File: config.mk
export PLATFORM = sky130hd
export DESIGN_NAME = uram_event_write_sm
export DESIGN_NICKNAME = d
export VERILOG_FILES = /design/src/rtl/uram_event_write_sm.sv
export SDC_FILE = /design/constraint.sdc
export NUM_CORES = 1
export LEC_CHECK = 0
export CAP_MARGIN = 25
export CORE_MARGIN = 8
export CORE_UTILIZATION = 30
export CTS_CLUSTER_DIAMETER = 60
export CTS_CLUSTER_SIZE = 40
export DETAILED_ROUTE_END_ITERATION = 10
export SLEW_MARGIN = 0
export SYNTH_ARGS = -nofsm -noshare
export SYNTH_HDL_FRONTEND = slang
export SYNTH_SLANG_ARGS = --single-unit
File: constraint.sdc
create_clock -name clk_i -period 3.1 [get_ports clk_i]
set_input_delay 0.62 -clock clk_i [delete_from_list [all_inputs] [get_ports clk_i]]
set_output_delay 0.62 -clock clk_i [all_outputs]
set_load 0.02 [all_outputs]
File: src/rtl/uram_event_write_sm.sv
// Write-side sequencer for the URAM event buffer: cascaded BRAM address/enables, buffer index, occupancy.
// Writes take effect on the clk_i edge of an accepted word; starts are dropped, never stalled, when all buffers are full.
module uram_event_write_sm #(
    parameter int NBUF_BITS = 2,
    parameter int NUM_UADDR = 128
) (
    input  logic                      clk_i,
    input  logic                      rst_i,
    input  logic                      clk_ce_i,
    input  logic                      event_start_i,
    input  logic                      dat_valid_i,
    output logic                      header_wr_o,
    output logic [$clog2(NUM_UADDR)+1:0] bram_addr_o,
    output logic [2:0]                bram_we_o,
    output logic [NBUF_BITS-1:0]      buf_idx_o,
    output logic                      data_available_o,
    input  logic                      complete_i,
    output logic                      full_o,
    output logic                      busy_o,
    output logic [15:0]               drop_count_o,
    output logic                      underflow_err_o
);
    localparam int UA_W  = $clog2(NUM_UADDR);
    localparam int CNT_W = NBUF_BITS + 1;
    localparam logic [CNT_W-1:0] FULL_CNT = CNT_W'(1) << NBUF_BITS;
    localparam logic [UA_W-1:0]  LAST_UA  = UA_W'(NUM_UADDR - 1);

    typedef enum logic [0:0] {S_IDLE = 1'b0, S_WRITE = 1'b1} state_t;

    state_t              r_state;
    state_t              w_state_nxt;
    logic [1:0]          r_laddr;
    logic [UA_W-1:0]     r_uaddr;
    logic [2:0]          r_active;
    logic [NBUF_BITS-1:0] r_buf_idx;
    logic [CNT_W-1:0]    r_count;
    logic [CNT_W-1:0]    w_count_nxt;
    logic                w_underflow_set;
    logic                r_data_avail;
    logic                r_full;
    logic [15:0]         r_drop_count;
    logic                r_underflow;

    logic w_wr, w_last, w_start, w_accept, w_drop;

    assign w_wr     = (r_state == S_WRITE) && clk_ce_i && dat_valid_i;
    assign w_last   = w_wr && r_active[2] && (r_uaddr == LAST_UA) && (r_laddr == 2'd3);
    assign w_start  = (r_state == S_IDLE) && clk_ce_i && event_start_i;
    // Decision uses the registered full flag, so a same-cycle complete_i cannot rescue a start.
    assign w_accept = w_start && !r_full;
    assign w_drop   = w_start && r_full;

    always_ff @(posedge clk_i) begin
        if (rst_i) r_state <= S_IDLE;
        else       r_state <= w_state_nxt;
    end

    always_comb begin
        w_state_nxt = r_state;
        case (r_state)
            S_IDLE:  if (w_accept) w_state_nxt = S_WRITE;
            S_WRITE: if (w_last)   w_state_nxt = S_IDLE;
            default: w_state_nxt = S_IDLE;
        endcase
    end

    always_ff @(posedge clk_i) begin
        if (rst_i) begin
            r_laddr  <= '0;
            r_uaddr  <= '0;
            r_active <= 3'b001;
        end else if (w_accept) begin
            r_laddr  <= '0;
            r_uaddr  <= '0;
            r_active <= 3'b001;
        end else if (w_wr) begin
            r_laddr <= r_laddr + 2'd1;
            if (r_laddr == 2'd3) begin
                r_active <= {r_active[1:0], r_active[2]};
                if (r_active[2]) r_uaddr <= r_uaddr + 1'b1;
            end
        end
    end

    always_comb begin
        w_count_nxt     = r_count;
        w_underflow_set = 1'b0;
        if (w_last && !complete_i) begin
            w_count_nxt = r_count + 1'b1;
        end else if (complete_i && !w_last) begin
            if (r_count != '0) w_count_nxt = r_count - 1'b1;
            else               w_underflow_set = 1'b1;
        end
    end

    always_ff @(posedge clk_i) begin
        if (rst_i) begin
            r_buf_idx    <= '0;
            r_count      <= '0;
            r_data_avail <= 1'b0;
            r_full       <= 1'b0;
            r_drop_count <= '0;
            r_underflow  <= 1'b0;
        end else begin
            if (w_last) r_buf_idx <= r_buf_idx + 1'b1;
            r_count      <= w_count_nxt;
            r_data_avail <= (w_count_nxt != '0);
            r_full       <= (w_count_nxt == FULL_CNT);
            if (w_drop && (r_drop_count != 16'hFFFF)) r_drop_count <= r_drop_count + 16'd1;
            if (w_underflow_set) r_underflow <= 1'b1;
        end
    end

    assign header_wr_o      = w_accept;
    assign bram_addr_o      = {r_uaddr, r_laddr};
    assign bram_we_o        = w_wr ? r_active : 3'b000;
    assign buf_idx_o        = r_buf_idx;
    assign data_available_o = r_data_avail;
    assign full_o           = r_full;
    assign busy_o           = (r_state == S_WRITE);
    assign drop_count_o     = r_drop_count;
    assign underflow_err_o  = r_underflow;
endmodule

Word-level counts from Yosys, hierarchy flattened
Cells that the tools add are included.
- output and inout bits: 35
- bits of input ports: 6
- flip-flop bits (word level): 37
- reduce and logical (&&, ||, !) cells: 20
- equal/unequal tests: 4
- mux-type cells: 10
- bitwise gates (word level): 1
- $add $sub $neg: 6
- operators with widths (cell ; number):
    adder 16 x 1 -> 16 bit, second input constant ; 1
    != test 16 bit, second input constant ; 1
    logical AND 1 bit ; 12
    2-to-1 mux 3 bit ; 4
    adder 7 x 1 -> 7 bit, second input constant ; 1
    == test 7 bit, second input constant ; 1
    nonzero test 3 bit ; 2
    2-to-1 mux 1 bit ; 5
    adder 2 x 1 -> 2 bit, second input constant ; 2
    adder 3 x 1 -> 3 bit, second input constant ; 1
    == test 3 bit, second input constant ; 1
    logical NOT 1 bit ; 3
    AND reduction 3 bit ; 1
    subtractor 3 x 1 -> 3 bit, second input constant ; 1
    == test 2 bit, second input constant ; 1
    case mux 1 bit (2 select lines) ; 1
    AND reduction 2 bit ; 1
    OR reduction 2 bit ; 1
    NOT 1 bit ; 1

Longest topological paths before layout
Gate-level depths: netlist (run 1).
- depth after elaboration: 10
- depth in mapped cells: 7
- mapped depth without buffers: 7

Worst setup path after synthesis (run 1)
No wires, ideal clock.
- kind: input-to-reg
- start point: in event_start_i
- end point: reg r_laddr[0]
- required time: 2972 ps
- buffers on the path: 1
- path slack: 1204 ps
- stages on the path: 5
- data arrival time: 1769 ps
- cells stage by stage: nand2_1 > nor3_1 > or2_2 > clkbuf_1 > nor2_1
- word-level cells in the longest chain between the ends: 3
- RTL lines (item ; line ; source):
    from (decl) ; 10 ; input logic event_start_i,
    logical AND 1 bit ; 48 ; assign w_start = (r_state == S_IDLE) && clk_ce_i && event_start_i;
    logical AND 1 bit ; 50 ; assign w_accept = w_start && !r_full;
    net header_wr_o ; 12 ; output logic header_wr_o,
    OR reduction 2 bit (no line) ; n/a ;
    to (signal assigned) ; 77 ; r_laddr <= r_laddr + 2'd1;
    to (decl) ; 32 ; logic [1:0] r_laddr;
The timed path passes the listed nets, and every way through them passes these cells.
A chain may end at the register's enable or synchronous reset.

Worst setup path after layout (run 1)
- start point: in clk_ce_i
- end point: out header_wr_o
- word-level cells in the longest chain between the ends: 3
- RTL lines (item ; line ; source):
    from (decl) ; 9 ; input logic clk_ce_i,
    logical AND 1 bit (2 in series) ; 48 ;
    logical AND 1 bit ; 50 ;
    to (decl) ; 12 ;
No other way between the ends.

==> reports/qor.csv, run 1 <==
stage;metric;value;unit
final_layout;number of nets in the layout;266;
logic_synthesis;FF+latch count, synth;37;
sta;final worst slack;242;ps
logic_synthesis;number of enable-type register cells in the synthesized netlist;0;
final_layout;Synth-to-Final Area Change;30.6;%
floorplanning;initial core utilization;31.3;%
final_layout;Layout Utilization;40.8;%
setup_path;setup slack of the worst register-to-register path;1110;ps
setup_path;cell family with the largest share of critical-path delay;buffers and inverters;
detailed_routing;First-pass DRT Iterations;4;
cts;CTS Buf Count;5;
placed_design;number of placed instances with taps included;322;
logic_synthesis;cell count after synthesis;211;
floorplanning;core outline area;0.00596;sq mm
power;static leakage;0.902;nW
cts;Setup Fix Bufs, Post-CTS;0;
global_route;via count of the first global-routing pass;1451;
logic_synthesis;post-synth net total;223;
run;total of max-cap violations;0;
worst_hold_path;origin of the worst min-delay path;underflow_err_o$_SDFFE_PP0P_;
sta;Achievable Freq;350;MHz
placed_design;gp weighted congestion;0.766;
detailed_routing;drt drc;0;
setup_path;cell seen most often among critical-path stages;sky130_fd_sc_hd__clkdlybuf4s50_1;
sta;post-route clock period utilization;92.2;%
cts;TritonCTS clock tree;done;
detailed_routing;DRT antenna net count;0;
cts;count of cells resized by post-cts repair;0;
placed_design;worst-case setup slack after placement;230;ps
setup_path;endpoint class of the critical path;output port;
floorplanning;horizontal extent of the die;94.8;um
detailed_routing;wire length reported by the detailed router;4370;um
setup_path;element type at the critical path start;input pin;
logic_synthesis;leading post-synthesis cells by cell area;sky130_fd_sc_hd__dfxtp_1, sky130_fd_sc_hd__nor2_1, sky130_fd_sc_hd__xor2_1, sky130_fd_sc_hd__xnor2_1, sky130_fd_sc_hd__ha_1;
logic_synthesis;commonest cells in the netlist;sky130_fd_sc_hd__nor2_1, sky130_fd_sc_hd__dfxtp_1, sky130_fd_sc_hd__nand2_1, sky130_fd_sc_hd__xor2_1, sky130_fd_sc_hd__xnor2_1;
sta;Final TNS setup;0;ps
outcome;outcome;finished clean;
cts;maximum level of the CTS H-tree;2;
worst_hold_path;cell depth of the worst min-delay path;2;
global_route;initial antenna violation count;0;
setup_path;worst-path maximum fanout;4;
logic_synthesis;async set or reset register ratio after synthesis;0;%
logic_synthesis;sequential share of the synthesized area;39.8;%
logic_synthesis;Post-Synthesis Mean Instance Area;8.83;sq um
setup_path;WS Path Type;input pin to output port;
setup_path;arrival time of data at the critical path endpoint;2240;ps
final_layout;Fillers;625;
final_layout;number of standard cells in the layout, taps in and fillers out;329;
floorplanning;number of rows created at floorplan;28;
setup_path;Crit Reg-Reg Startpoint;r_laddr[0]$_SDFFE_PP0N_;
global_route;global route overflow;0;
sta;worst slew margin relative to its limit;68.5;%
logic_synthesis;Synth warnings;0;
sta;RSZ-0062 raised after global routing;no;
setup_path;end of the worst register-to-register path;full_o$_SDFF_PP0_;
setup_path;CP bufs+invs;2;
setup_path;sequence of cells on the critical path;clkdlybuf4s50_1, nand2_1, nor3_1, clkdlybuf4s50_1;
worst_hold_path;endpoint of the worst hold path;underflow_err_o$_SDFFE_PP0P_;
detailed_routing;vias;1565;
logic_synthesis;count leader, synth;sky130_fd_sc_hd__nor2_1;
cts;CTS hold repair buffers;0;
detailed_routing;DRC violation total after the first TritonRoute iteration;79;
sta;worst-margin pin slew;468;ps
setup_path;Crit. Startpoint;clk_ce_i;
final_layout;diode count;0;
floorplanning;I/O pin total;41;
logic_synthesis;dominant register cell in the synthesized netlist;sky130_fd_sc_hd__dfxtp_1;
floorplanning;Total Die Area;0.00899;sq mm
logic_synthesis;count of distinct cell types in the synthesized netlist;44;
setup_path;slowest cell on the critical path;sky130_fd_sc_hd__clkdlybuf4s50_1;
power;largest voltage drop on the vdd net;0.000254;V
final_layout;fraction of final layout cells with drive strength greater than 1;7.87;%
cts;cell at the root of the clock tree;sky130_fd_sc_hd__clkbuf_8;
setup_path;r2r worst-path depth;6;
logic_synthesis;post-synthesis instance area;0.00186;sq mm
cts;clock sink count;37;
sta;endpoints failing setup;0;
worst_hold_path;classification of the worst-slack hold path;flip-flop to flip-flop;
logic_synthesis;portion of synthesized cell area occupied by the leading cell type;39.8;%
global_route;maximum number of pins on one net before global-route repair;26;
setup_path;maximum single-stage delay on the critical path;680;ps
sta;clock skew after layout;5.28;ps
detailed_routing;detailed-route vias per instance;4.76;
placed_design;Detailed Place HPWL;3220;um
cts;clk slew on worst S/H paths;70;ps
placed_design;buffers added on ports;40;
global_route;Total Routing Usage GR;10.2;%
sta;pins over their slew limit;0;
floorplanning;vertical die dimension;94.8;um
sta;clock period minus worst slack;2860;ps
detailed_routing;average wire length per cell after detail routing;13.3;um
logic_synthesis;leading area contributor after synthesis;sky130_fd_sc_hd__dfxtp_1;
sta;endpoints failing hold;0;
power;Pwr Density;475;mW/mm^2
setup_path;worst endpoint required time;2480;ps
cts;number of buffers on the longest clock path;2;
global_route;first-pass GRT wire length;7230;um
cts;clock insertion delay at the later pin of the skew report;290;ps
per-stage QoR:
| step | hold WS, ps | total power (W) | instance area [sq um] |
|---|---|---|---|
| finish | 473 | 0.00115 | 2430 |
| global route | 509 | 0.00124 | 2430 |
| CTS | 479 | 0.00117 | 2430 |
| detailed placement | 462 | 0.000827 | 2350 |
| global placement | 448 | 0.000822 | 2350 |
| floorplan | 445 | 0.000737 | 1860 |
area by class of cell:
cell class	count	area, sq um	share of cell area, %
repair buffers	43	423	17.4
multi-input cells	158	1050	43.4
inverters	9	33.8	1.39
well taps	75	93.8	3.86
flip-flops and latches	37	741	30.5
clock buffers	7	86.3	3.55
worst max path at each step:
stage / endpoint / slack [ps] / cells past startpoint
2_1_floorplan: r_laddr[0]$_SDFFE_PP0N_ / 1200 / 5
3_3_place_gp: header_wr_o / 290 / 4
3_5_place_dp: header_wr_o / 230 / 4
4_1_cts: header_wr_o / 230 / 4
5_1_grt: header_wr_o / 160 / 4
6_report: header_wr_o / 240 / 4
routing by layer:
| layer | share of wire [%] | vias up | track usage [%] |
|---|---|---|---|
| li1 | - | 813 | - |
| met4 | 1.6 | 0 | 4.42 |
| met5 | 0 | - | 0 |
| met1 | 47 | 723 | 12.2 |
| met2 | 46 | 23 | 16.0 |
| met3 | 4.8 | 6 | 3.81 |
worst reg2reg max path: cells and delay by family, from the launching register on:
kind	cells	cell delay, ps
AND/OR/NAND/NOR	2	450
flip-flops	1	370
AO/OA/AOI/OAI	3	840
adder cells (fa/ha/maj)	1	270
layout by cell type, fill, tap and decap left out, types with 2 or more instances in the layout:
cell type / instances
sky130_fd_sc_hd__clkbuf_8: 6
sky130_fd_sc_hd__inv_1: 9
sky130_fd_sc_hd__ha_1: 6
sky130_fd_sc_hd__clkdlybuf4s50_1: 40
sky130_fd_sc_hd__buf_4: 3
sky130_fd_sc_hd__nand3_1: 10
sky130_fd_sc_hd__xnor2_1: 11
sky130_fd_sc_hd__and3_1: 5
sky130_fd_sc_hd__and2_1: 3
sky130_fd_sc_hd__mux2i_1: 4
sky130_fd_sc_hd__nor2_1: 38
sky130_fd_sc_hd__a31oi_1: 2
sky130_fd_sc_hd__or2_2: 2
sky130_fd_sc_hd__o21ai_0: 3
sky130_fd_sc_hd__xor2_1: 13
sky130_fd_sc_hd__nand2b_1: 2
sky130_fd_sc_hd__nor3_1: 6
sky130_fd_sc_hd__o2111ai_1: 2
sky130_fd_sc_hd__nand4_1: 7
sky130_fd_sc_hd__a21oi_1: 5
sky130_fd_sc_hd__nor3b_1: 2
sky130_fd_sc_hd__dfxtp_1: 37
sky130_fd_sc_hd__nor4_1: 2
sky130_fd_sc_hd__o21ai_1: 2
sky130_fd_sc_hd__nand2_1: 13
state kept, by name (all words and copies together), names as in the netlist:
register	count
underflow_err_o	1
busy_o	1
r_uaddr	7
drop_count_o	16
r_laddr	2
r_count	3
r_active	3
buf_idx_o	2
full_o	1
data_available_o	1
cell families after synthesis:
group / synth area share [%]
xor gates and xnor gates: 11.3
muxes: 2.15
buffers and inverters: 3.63
AOI/OAI and AO/OA: 8.60
adders and majority gates: 4.03
and+or+nand+nor: 30.6
DFF: 39.8
report_power, final:
| group | internal (W) | total (W) | switching [W] |
|---|---|---|---|
| Combinational | 0.000131 | 0.000279 | 0.000147 |
| Clock | 0.000176 | 0.000339 | 0.000163 |
| Sequential | 0.000507 | 0.000536 | 0.0000295 |
| Total | 0.000815 | 0.00115 | 0.000340 |
No activity file was read; power rests on OpenSTA's default activity.
==> run 2, diff against run 1 <==
--- a/config.mk
+++ b/config.mk
@@ -11,6 +11,7 @@
 export CTS_CLUSTER_DIAMETER = 60
 export CTS_CLUSTER_SIZE = 40
 export DETAILED_ROUTE_END_ITERATION = 10
+export GPL_TIMING_DRIVEN = 0
 export SLEW_MARGIN = 0
 export SYNTH_ARGS = -nofsm -noshare
 export SYNTH_HDL_FRONTEND = slang
==> constraint.sdc (replaced) <==
create_clock -name clk_i -period 3.1 [get_ports clk_i]
set_input_delay 0.62 -clock clk_i [delete_from_list [all_inputs] [get_ports clk_i]]
set_output_delay 0.62 -clock clk_i [all_outputs]
set_load 0.005 [all_outputs]
==> reports/qor.csv, run 2 (same netlist as run 1, synthesis figures left out) <==
stage;metric;value;unit
detailed_routing;average wire length per cell after detail routing;13.1;um
detailed_routing;First-pass DRT Iterations;5;
detailed_routing;Met1 Wirelength;2010;um
detailed_routing;DRC violation total after the first TritonRoute iteration;94;
final_layout;Synth-to-Final Area Change;30.6;%
power;largest voltage drop on the vdd net;0.000233;V
worst_hold_path;classification of the worst-slack hold path;flip-flop to flip-flop;
detailed_routing;topmost layer with routed signal wires;met4;
placed_design;worst-case setup slack after placement;130;ps
floorplanning;core outline area;0.00596;sq mm
sta;clock skew after layout;5.54;ps
cts;number of buffers on the longest clock path;2;
sta;pins over their slew limit;0;
global_route;Total Routing Usage GR;10.4;%
final_layout;diode count;0;
detailed_routing;sum of met3 wire segment lengths after detailed routing;227;um
floorplanning;horizontal extent of the die;94.8;um
global_route;global route overflow;0;
cts;CTS Buf Count;5;
sta;worst slew margin relative to its limit;63.5;%
cts;clock sink count;37;
detailed_routing;drt drc;0;
setup_path;worst endpoint required time;2480;ps
detailed_routing;wire length reported by the detailed router;4360;um
global_route;via count of the first global-routing pass;1572;
sta;post-route clock period utilization;95.6;%
final_layout;commonest non-fill, non-tap cells in the layout;sky130_fd_sc_hd__clkdlybuf4s50_1, sky130_fd_sc_hd__nor2_1, sky130_fd_sc_hd__dfxtp_1, sky130_fd_sc_hd__nand2_1, sky130_fd_sc_hd__xor2_1;
setup_path;setup slack of the worst register-to-register path;1030;ps
global_route;first-pass GRT wire length;7490;um
floorplanning;number of rows created at floorplan;28;
outcome;outcome;finished clean;
setup_path;WS Path Type;input pin to output port;
floorplanning;initial core utilization;31.3;%
floorplanning;I/O pin total;41;
setup_path;r2r worst-path depth;6;
cts;clock insertion delay at the later pin of the skew report;290;ps
sta;RSZ-0062 raised after global routing;no;
placed_design;buffers added on ports;39;
run;total of max-cap violations;0;
sta;clock period minus worst slack;2960;ps
sta;endpoints failing setup;0;
global_route;initial antenna violation count;0;
detailed_routing;wire length on met2;2070;um
sta;Achievable Freq;338;MHz
cts;count of cells resized by post-cts repair;0;
sta;Final TNS setup;0;ps
detailed_routing;DRT antenna net count;0;
floorplanning;Total Die Area;0.00899;sq mm
power;Pwr Density;465;mW/mm^2
cts;clk slew on worst S/H paths;70;ps
setup_path;worst-path maximum fanout;7;
setup_path;arrival time of data at the critical path endpoint;2340;ps
setup_path;element type at the critical path start;input pin;
global_route;maximum number of pins on one net before global-route repair;11;
cts;maximum level of the CTS H-tree;2;
placed_design;Detailed Place HPWL;3270;um
cts;Setup Fix Bufs, Post-CTS;0;
setup_path;end of the worst register-to-register path;data_available_o$_SDFF_PP0_;
cts;TritonCTS clock tree;done;
cts;cell at the root of the clock tree;sky130_fd_sc_hd__clkbuf_8;
detailed_routing;detailed-route vias per instance;4.77;
final_layout;number of nets in the layout;269;
final_layout;flip-flop count of the largest register after layout;16;
placed_design;gp weighted congestion;0.779;
floorplanning;vertical die dimension;94.8;um
setup_path;endpoint class of the critical path;output port;
final_layout;fraction of final layout cells with drive strength greater than 1;7.00;%
cts;CTS hold repair buffers;0;
worst_hold_path;origin of the worst min-delay path;underflow_err_o$_SDFFE_PP0P_;
power;static leakage;0.895;nW
worst_hold_path;cell depth of the worst min-delay path;2;
worst_hold_path;endpoint of the worst hold path;underflow_err_o$_SDFFE_PP0P_;
sta;worst-margin pin slew;543;ps
sta;endpoints failing hold;0;
detailed_routing;vias;1583;
setup_path;Crit Reg-Reg Startpoint;r_laddr[0]$_SDFFE_PP0N_;
final_layout;Layout Utilization;40.9;%
final_layout;most common library cell in the layout ignoring fill and taps;sky130_fd_sc_hd__clkdlybuf4s50_1;
sta;final worst slack;137;ps
## run 2: cell count changes in the layout (fill, tap and decap cells not counted)
cell                              previous run  this run
sky130_fd_sc_hd__clkbuf_1                    1         7
sky130_fd_sc_hd__buf_4                       3         0
sky130_fd_sc_hd__buf_6                       0         1
sky130_fd_sc_hd__clkdlybuf4s50_1            40        39
## run 2: routing by layer
metal | vias to the layer above | track usage [%]
li1 | 819 | -
met1 | 736 | 12.5
met2 | 24 | 16.7
met3 | 4 | 3.41
met4 | 0 | 4.55
met5 | - | 0
## run 2: cell type report
cell class | instances | area (sq um)
fill | 636 | 3520
multi-input combinational | 158 | 1050
tap | 75 | 93.8
sequential | 37 | 741
buffer | 7 | 33.8
inverter | 9 | 33.8
timing repair buffer | 39 | 390
clock buffer | 7 | 86.3
## run 2: metrics by stage
step	cells	total power, W	instance area (sq um)	hold WS [ps]
after floorplan	211	0.000716	1860	445
after global placement	325	0.000800	2350	453
after detailed placement	325	0.000802	2350	460
after CTS	332	0.00115	2430	477
after global routing	332	0.00121	2430	487
final	332	0.00113	2430	475
## run 2: power by group
group          internal (W)  total, W  leakage (nW)  switching [W]
combinational      0.000130  0.000252         0.552       0.000122
clock              0.000176  0.000340        0.0443       0.000164
sequential         0.000507  0.000539         0.299      0.0000323
## run 2: worst max-delay path by stage
stage,from,endpoint,slack (ps),cells past startpoint
2_1_floorplan,dat_valid_i,bram_we_o[0],1340,3
3_3_place_gp,clk_ce_i,bram_we_o[1],130,5
3_5_place_dp,clk_ce_i,bram_we_o[1],130,5
4_1_cts,clk_ce_i,bram_we_o[1],120,5
5_1_grt,clk_ce_i,bram_we_o[0],30,5
6_report,clk_ce_i,bram_we_o[0],140,5
## run 2: worst max-delay path, cell delays in order
cell	delay [ps]
sky130_fd_sc_hd__clkdlybuf4s50_1	610
sky130_fd_sc_hd__and3_1	200
sky130_fd_sc_hd__clkbuf_1	240
sky130_fd_sc_hd__and2_1	170
sky130_fd_sc_hd__clkdlybuf4s50_1	500
==> run 3, diff against run 2 <==
--- a/config.mk
+++ b/config.mk
@@ -8,7 +8,6 @@
 export CAP_MARGIN = 25
 export CORE_MARGIN = 8
 export CORE_UTILIZATION = 30
-export CTS_CLUSTER_DIAMETER = 60
 export CTS_CLUSTER_SIZE = 40
 export DETAILED_ROUTE_END_ITERATION = 10
 export GPL_TIMING_DRIVEN = 0
==> results of run 3 <==
The final DEF is identical to that of run 2; final timing and power are the same.
==> variant 1, RTL diff (config.mk and constraints of run 1) <==
Change the parameter `NBUF_BITS` from 2 to 3.
--- a/src/rtl/uram_event_write_sm.sv
+++ b/src/rtl/uram_event_write_sm.sv
@@ -2,5 +2,5 @@
 // Writes take effect on the clk_i edge of an accepted word; starts are dropped, never stalled, when all buffers are full.
 module uram_event_write_sm #(
-    parameter int NBUF_BITS = 2,
+    parameter int NBUF_BITS = 3,
     parameter int NUM_UADDR = 128
 ) (
Interface: changed (resized buf_idx_o); port bits go from 41 to 42. No check against the original RTL was run, so the function may have changed too.
==> variant 1 against run 1 <==
Wire length down 0.94%. Final area up 3.8%. Core utilization down 0.40 points. Synthesized cell count up 2.8%. Synthesized area up 1.9%. Critical path type unchanged. Global-route usage down 0.72 points. Die area up 1.6%. Sequential cell count up 2. Count of clock-buffer cells in the layout down 1. Worst setup slack better by 0.14 ns.
Power is not compared: it rests on default switching activity, and its combinational part moved more than twofold at a synthesized area within 25%.
==> variant 1: results (changes against run 1) <==
dominant delay contributor by cell family on the critical path=buffers and inverters; H-Tree Level Count=2 (unchanged); share of layout cells above drive strength 1=8.462% (+0.59 points); post-CTS setup buffer count=0 (unchanged); Clk pin slew, worst setup/hold paths=0.08 ns; Area after DPL=2391 sq um (+1.9%); class of the worst hold path=reg2reg; share of the synthesized netlist area taken by xor and xnor gates=11.07% (-0.21 points); NumNets Final=271 (+1.9%); source-to-sink clock delay at the later pin of the worst-skew pair=0.29 ns (about the same); cts bufs inserted=5 (unchanged); worst hold stages=2 (unchanged); Sw Ratio=19.39%; detailed-route vias per instance=4.780 (+0.50%); share of synthesized registers carrying an async set or reset=0% (unchanged); Port Buffer Count=41 (+2.5%); dominant cells by area after synthesis=sky130_fd_sc_hd__dfxtp_1, sky130_fd_sc_hd__xnor2_1, sky130_fd_sc_hd__nor2_1; drt initial violations=69 (-13%); wire length of the first global-routing pass=6.962 mm (-3.7%); most frequent cells after synthesis=sky130_fd_sc_hd__dfxtp_1, sky130_fd_sc_hd__nor2_1, sky130_fd_sc_hd__xnor2_1; depth of the worst register-to-register path=7 (+1); routed wire length=4.330 mm (-0.94%); largest net degree at the start of global routing=27 (+3.8%); post-synth net total=229 (+2.7%); tightest slew margin relative to the limit=76.64% (+8.1 points); worst flop-to-flop path startpoint=drop_count_o[0]$_SDFFE_PP0P_; outcome=finished clean; arrival time at the worst endpoint=2.10 ns (-0.14 ns); final weighted congestion in routability-driven placement=0.8309 (+8.4%); number of gates resized after CTS=0 (unchanged); Worst Hold End=underflow_err_o$_SDFFE_PP0P_; max incr delay on CP=0.68 ns (about the same); worst-path fanout max=3 (-1); post-synth cell types=43 (-2.3%); global-route total usage across every layer=9.481% (-0.72 points); Detailed Place HPWL=3.200 mm (-0.50%); number of global-route vias before repair=1548 (+6.7%); multiplexer area fraction after synthesis=1.055% (-1.1 points); complex-gate fraction of the synthesized area=10.09% (+1.5 points); Inserted Diodes=0 (unchanged); Lkg Pwr=0.9098 nW; Peak supply drop=0.0002374 V; critical path launch point=clk_ce_i; sequential-to-total area share from yosys stat=41.13% (+1.4 points); Max Clock Skew=0.009810 ns (+0.004534 ns); adder and majority gate portion of the synthesized area=3.955% (-0.074 points); worst reg2reg endpoint=drop_count_o[12]$_SDFFE_PP0P_; setup slack, reg-to-reg=1.11 ns (about the same)
==> variant 1: worst register-to-register path, delay by kind of cell, from the launching register on <==
| kind | cells | cell delay [ns] |
|---|---|---|
| and+or+nand+nor | 5 | 1.13 |
| xor gates and xnor gates | 1 | 0.11 |
| adders and majority gates | 1 | 0.22 |
| DFF | 1 | 0.42 |
==> variant 1: kinds of logic (layout without fill, tap and decap cells) <==
logic type | Yosys count | in the layout
buffers and inverters | 18 | 61
flip-flops | 39 | 39
AO/OA/AOI/OAI | 26 | 26
multiplexers | 2 | 2
AND/OR/NAND/NOR | 102 | 102
adder cells (fa/ha/maj) | 6 | 6
XOR/XNOR | 24 | 24
==> variant 1: worst max path at each step <==
stage | end | cells past startpoint
global route | header_wr_o | 4
detailed placement | bram_we_o[2] | 4
finish | header_wr_o | 4
CTS | header_wr_o | 4
floorplan | bram_we_o[0] | 3
global placement | bram_we_o[2] | 4
==> variant 1: layout make-up <==
| class | count | area, sq um |
|---|---|---|
| Clock inverter | 2 | 60.06 |
| Tap cell | 77 | 96.34 |
| Timing Repair Buffer | 44 | 432.9 |
| Multi-Input combinational cell | 160 | 1047 |
| Clock buffer | 6 | 72.57 |
| Inverter | 9 | 33.78 |
| Fill cell | 645 | 3717 |
| Sequential cell | 39 | 780.7 |
==> variant 1: power groups by stage <==
| stage | clock [mW] | combinational [mW] | sequential [mW] |
|---|---|---|---|
| floorplan | 0 | 0.0165 | 0.519 |
| global placement | 0 | 0.0369 | 0.516 |
| detailed placement | 0 | 0.0371 | 0.516 |
| CTS | 0.509 | 0.0372 | 0.504 |
| global route | 0.527 | 0.0397 | 0.505 |
| finish | 0.501 | 0.0367 | 0.504 |
==> variant 1: metrics by stage <==
| step | hold slack, ns | worst slack, ns | power (mW) | instances |
|---|---|---|---|---|
| 2_1_floorplan | 0.4416 | 1.127 | 0.5353 | 217 |
| 3_3_place_gp | 0.4596 | 0.3800 | 0.5532 | 329 |
| 3_5_place_dp | 0.4652 | 0.3716 | 0.5533 | 329 |
| 4_1_cts | 0.4838 | 0.3679 | 1.051 | 337 |
| 5_1_grt | 0.5200 | 0.2895 | 1.072 | 337 |
| 6_report | 0.4717 | 0.3834 | 1.043 | 337 |
==> variant 1: layer usage <==
metal	GRT usage (%)	wire length (um)
met1	11.02	2082
met2	15.37	1878
met3	3.937	331
met4	3.201	37
met5	0	0
==> variant 2, RTL diff (flow settings as in run 1) <==
Without the edit above. Put one more register stage on the output `underflow_err_o`. The value now appears one clock later. The other outputs are not delayed to match.
--- a/src/rtl/uram_event_write_sm.sv
+++ b/src/rtl/uram_event_write_sm.sv
@@ -120,5 +120,7 @@
     assign busy_o           = (r_state == S_WRITE);
     assign drop_count_o     = r_drop_count;
-    assign underflow_err_o  = r_underflow;
+    always_ff @(posedge clk_i) begin
+        underflow_err_o <= r_underflow;
+    end
 endmodule
 
Behaviour: not the same (Yosys sat finds a counterexample within 4 cycles, from zero or initial values and one cycle with rst_i high).
==> variant 2 against run 1 <==
Synthesized area rose by 1.1%. Clock skew increased by 0.0016 ns. First-iteration DRC count up 2.5%. Via count increased by 0.64%. Worst hold slack got worse by 0.12 ns. Core utilization decreased by 1.3 points. Power rose by 2.7%. Sequential cell count grew 1. Worst setup slack better by 0.039 ns. Wire length decreased by 1.5%. Count of clock-buffer cells in the layout unchanged. Final area rose by 0.82%. Critical endpoint is now bram_we_o[0]. Largest cell class unchanged.
==> variant 2: results (changes against run 1) <==
Power Dens Cells=483.3 nW/um^2 (+1.8%); Peak supply drop=0.0003011 V (+18%); clock network fraction of total power=29.6% (+0.2 points); Area after DPL=2361 sq um (+0.64%); proportion of cell area spent on the clock network=3.724% (+0.18 points); Detailed Place HPWL=3.227 mm (+0.36%); number of instances in the placed design=324 (+0.62%); met2 Usage GRT=16.69% (+0.70 points); pre-CTS setup slack=0.2609 ns (+0.03118 ns); final weighted congestion in routability-driven placement=0.8268 (+7.9%); post-detailed-route wirelength per cell=12.97 um (-2.4%); complex-gate fraction of the synthesized area=8.505% (-0.091 points); multiplexer area fraction after synthesis=2.126% (-0.023 points); clk sink count=38 (+2.7%); footprint of the flip-flops and latches=760.7 sq um (+2.7%); via count=1575 (+0.64%); share of layout cells above drive strength 1=7.843% (-0.031 points); Tightest Pin Transition=0.5821 ns (+0.1141 ns); outcome=finished clean; max incr delay on CP=0.61 ns (-0.07 ns); detailed-route vias per instance=4.744 (-0.27%); met3 GRT Util=2.677% (-1.1 points); global-route total usage across every layer=9.972% (-0.23 points); total routed wire length on the met1 layer=2.001 mm (-3.2%); wire length of the first global-routing pass=7.210 mm (-0.29%); count of fill cells added during filler insertion=629 (+0.64%); routed wire length on met3=129 um (-38%); most frequent cells after synthesis=sky130_fd_sc_hd__dfxtp_1, sky130_fd_sc_hd__nor2_1, sky130_fd_sc_hd__nand2_1, sky130_fd_sc_hd__xor2_1, sky130_fd_sc_hd__xnor2_1; share of the synthesized netlist area taken by xor and xnor gates=11.16% (-0.12 points)
[variant 2: cell types whose count changed in the layout (fill, tap and decap cells not counted)]
cell / run 1 / this run
sky130_fd_sc_hd__dfxtp_1: 37 / 38
sky130_fd_sc_hd__buf_4: 3 / 2
sky130_fd_sc_hd__clkinv_2: 0 / 1
[variant 2: path summary, 6_finish.rpt]
check                           start                           to  slack (ns)  depth (start not counted)
max                          clk_ce_i                 bram_we_o[0]        0.28                          4
min          r_underflow$_SDFFE_PP0P_      underflow_err_o$_DFF_P_        0.35                          0
min reg2reg  r_underflow$_SDFFE_PP0P_      underflow_err_o$_DFF_P_        0.35                          0
max reg2reg   r_laddr[0]$_SDFFE_PP0N_  data_available_o$_SDFF_PP0_        1.02                          6
[variant 2: worst reg2reg max path, delay by kind of cell (launching register included)]
kind            cells  cell delay [ns]
flops               1             0.37
fa+ha+maj           1             0.27
compound gates      2             0.38
simple gates        3             0.95
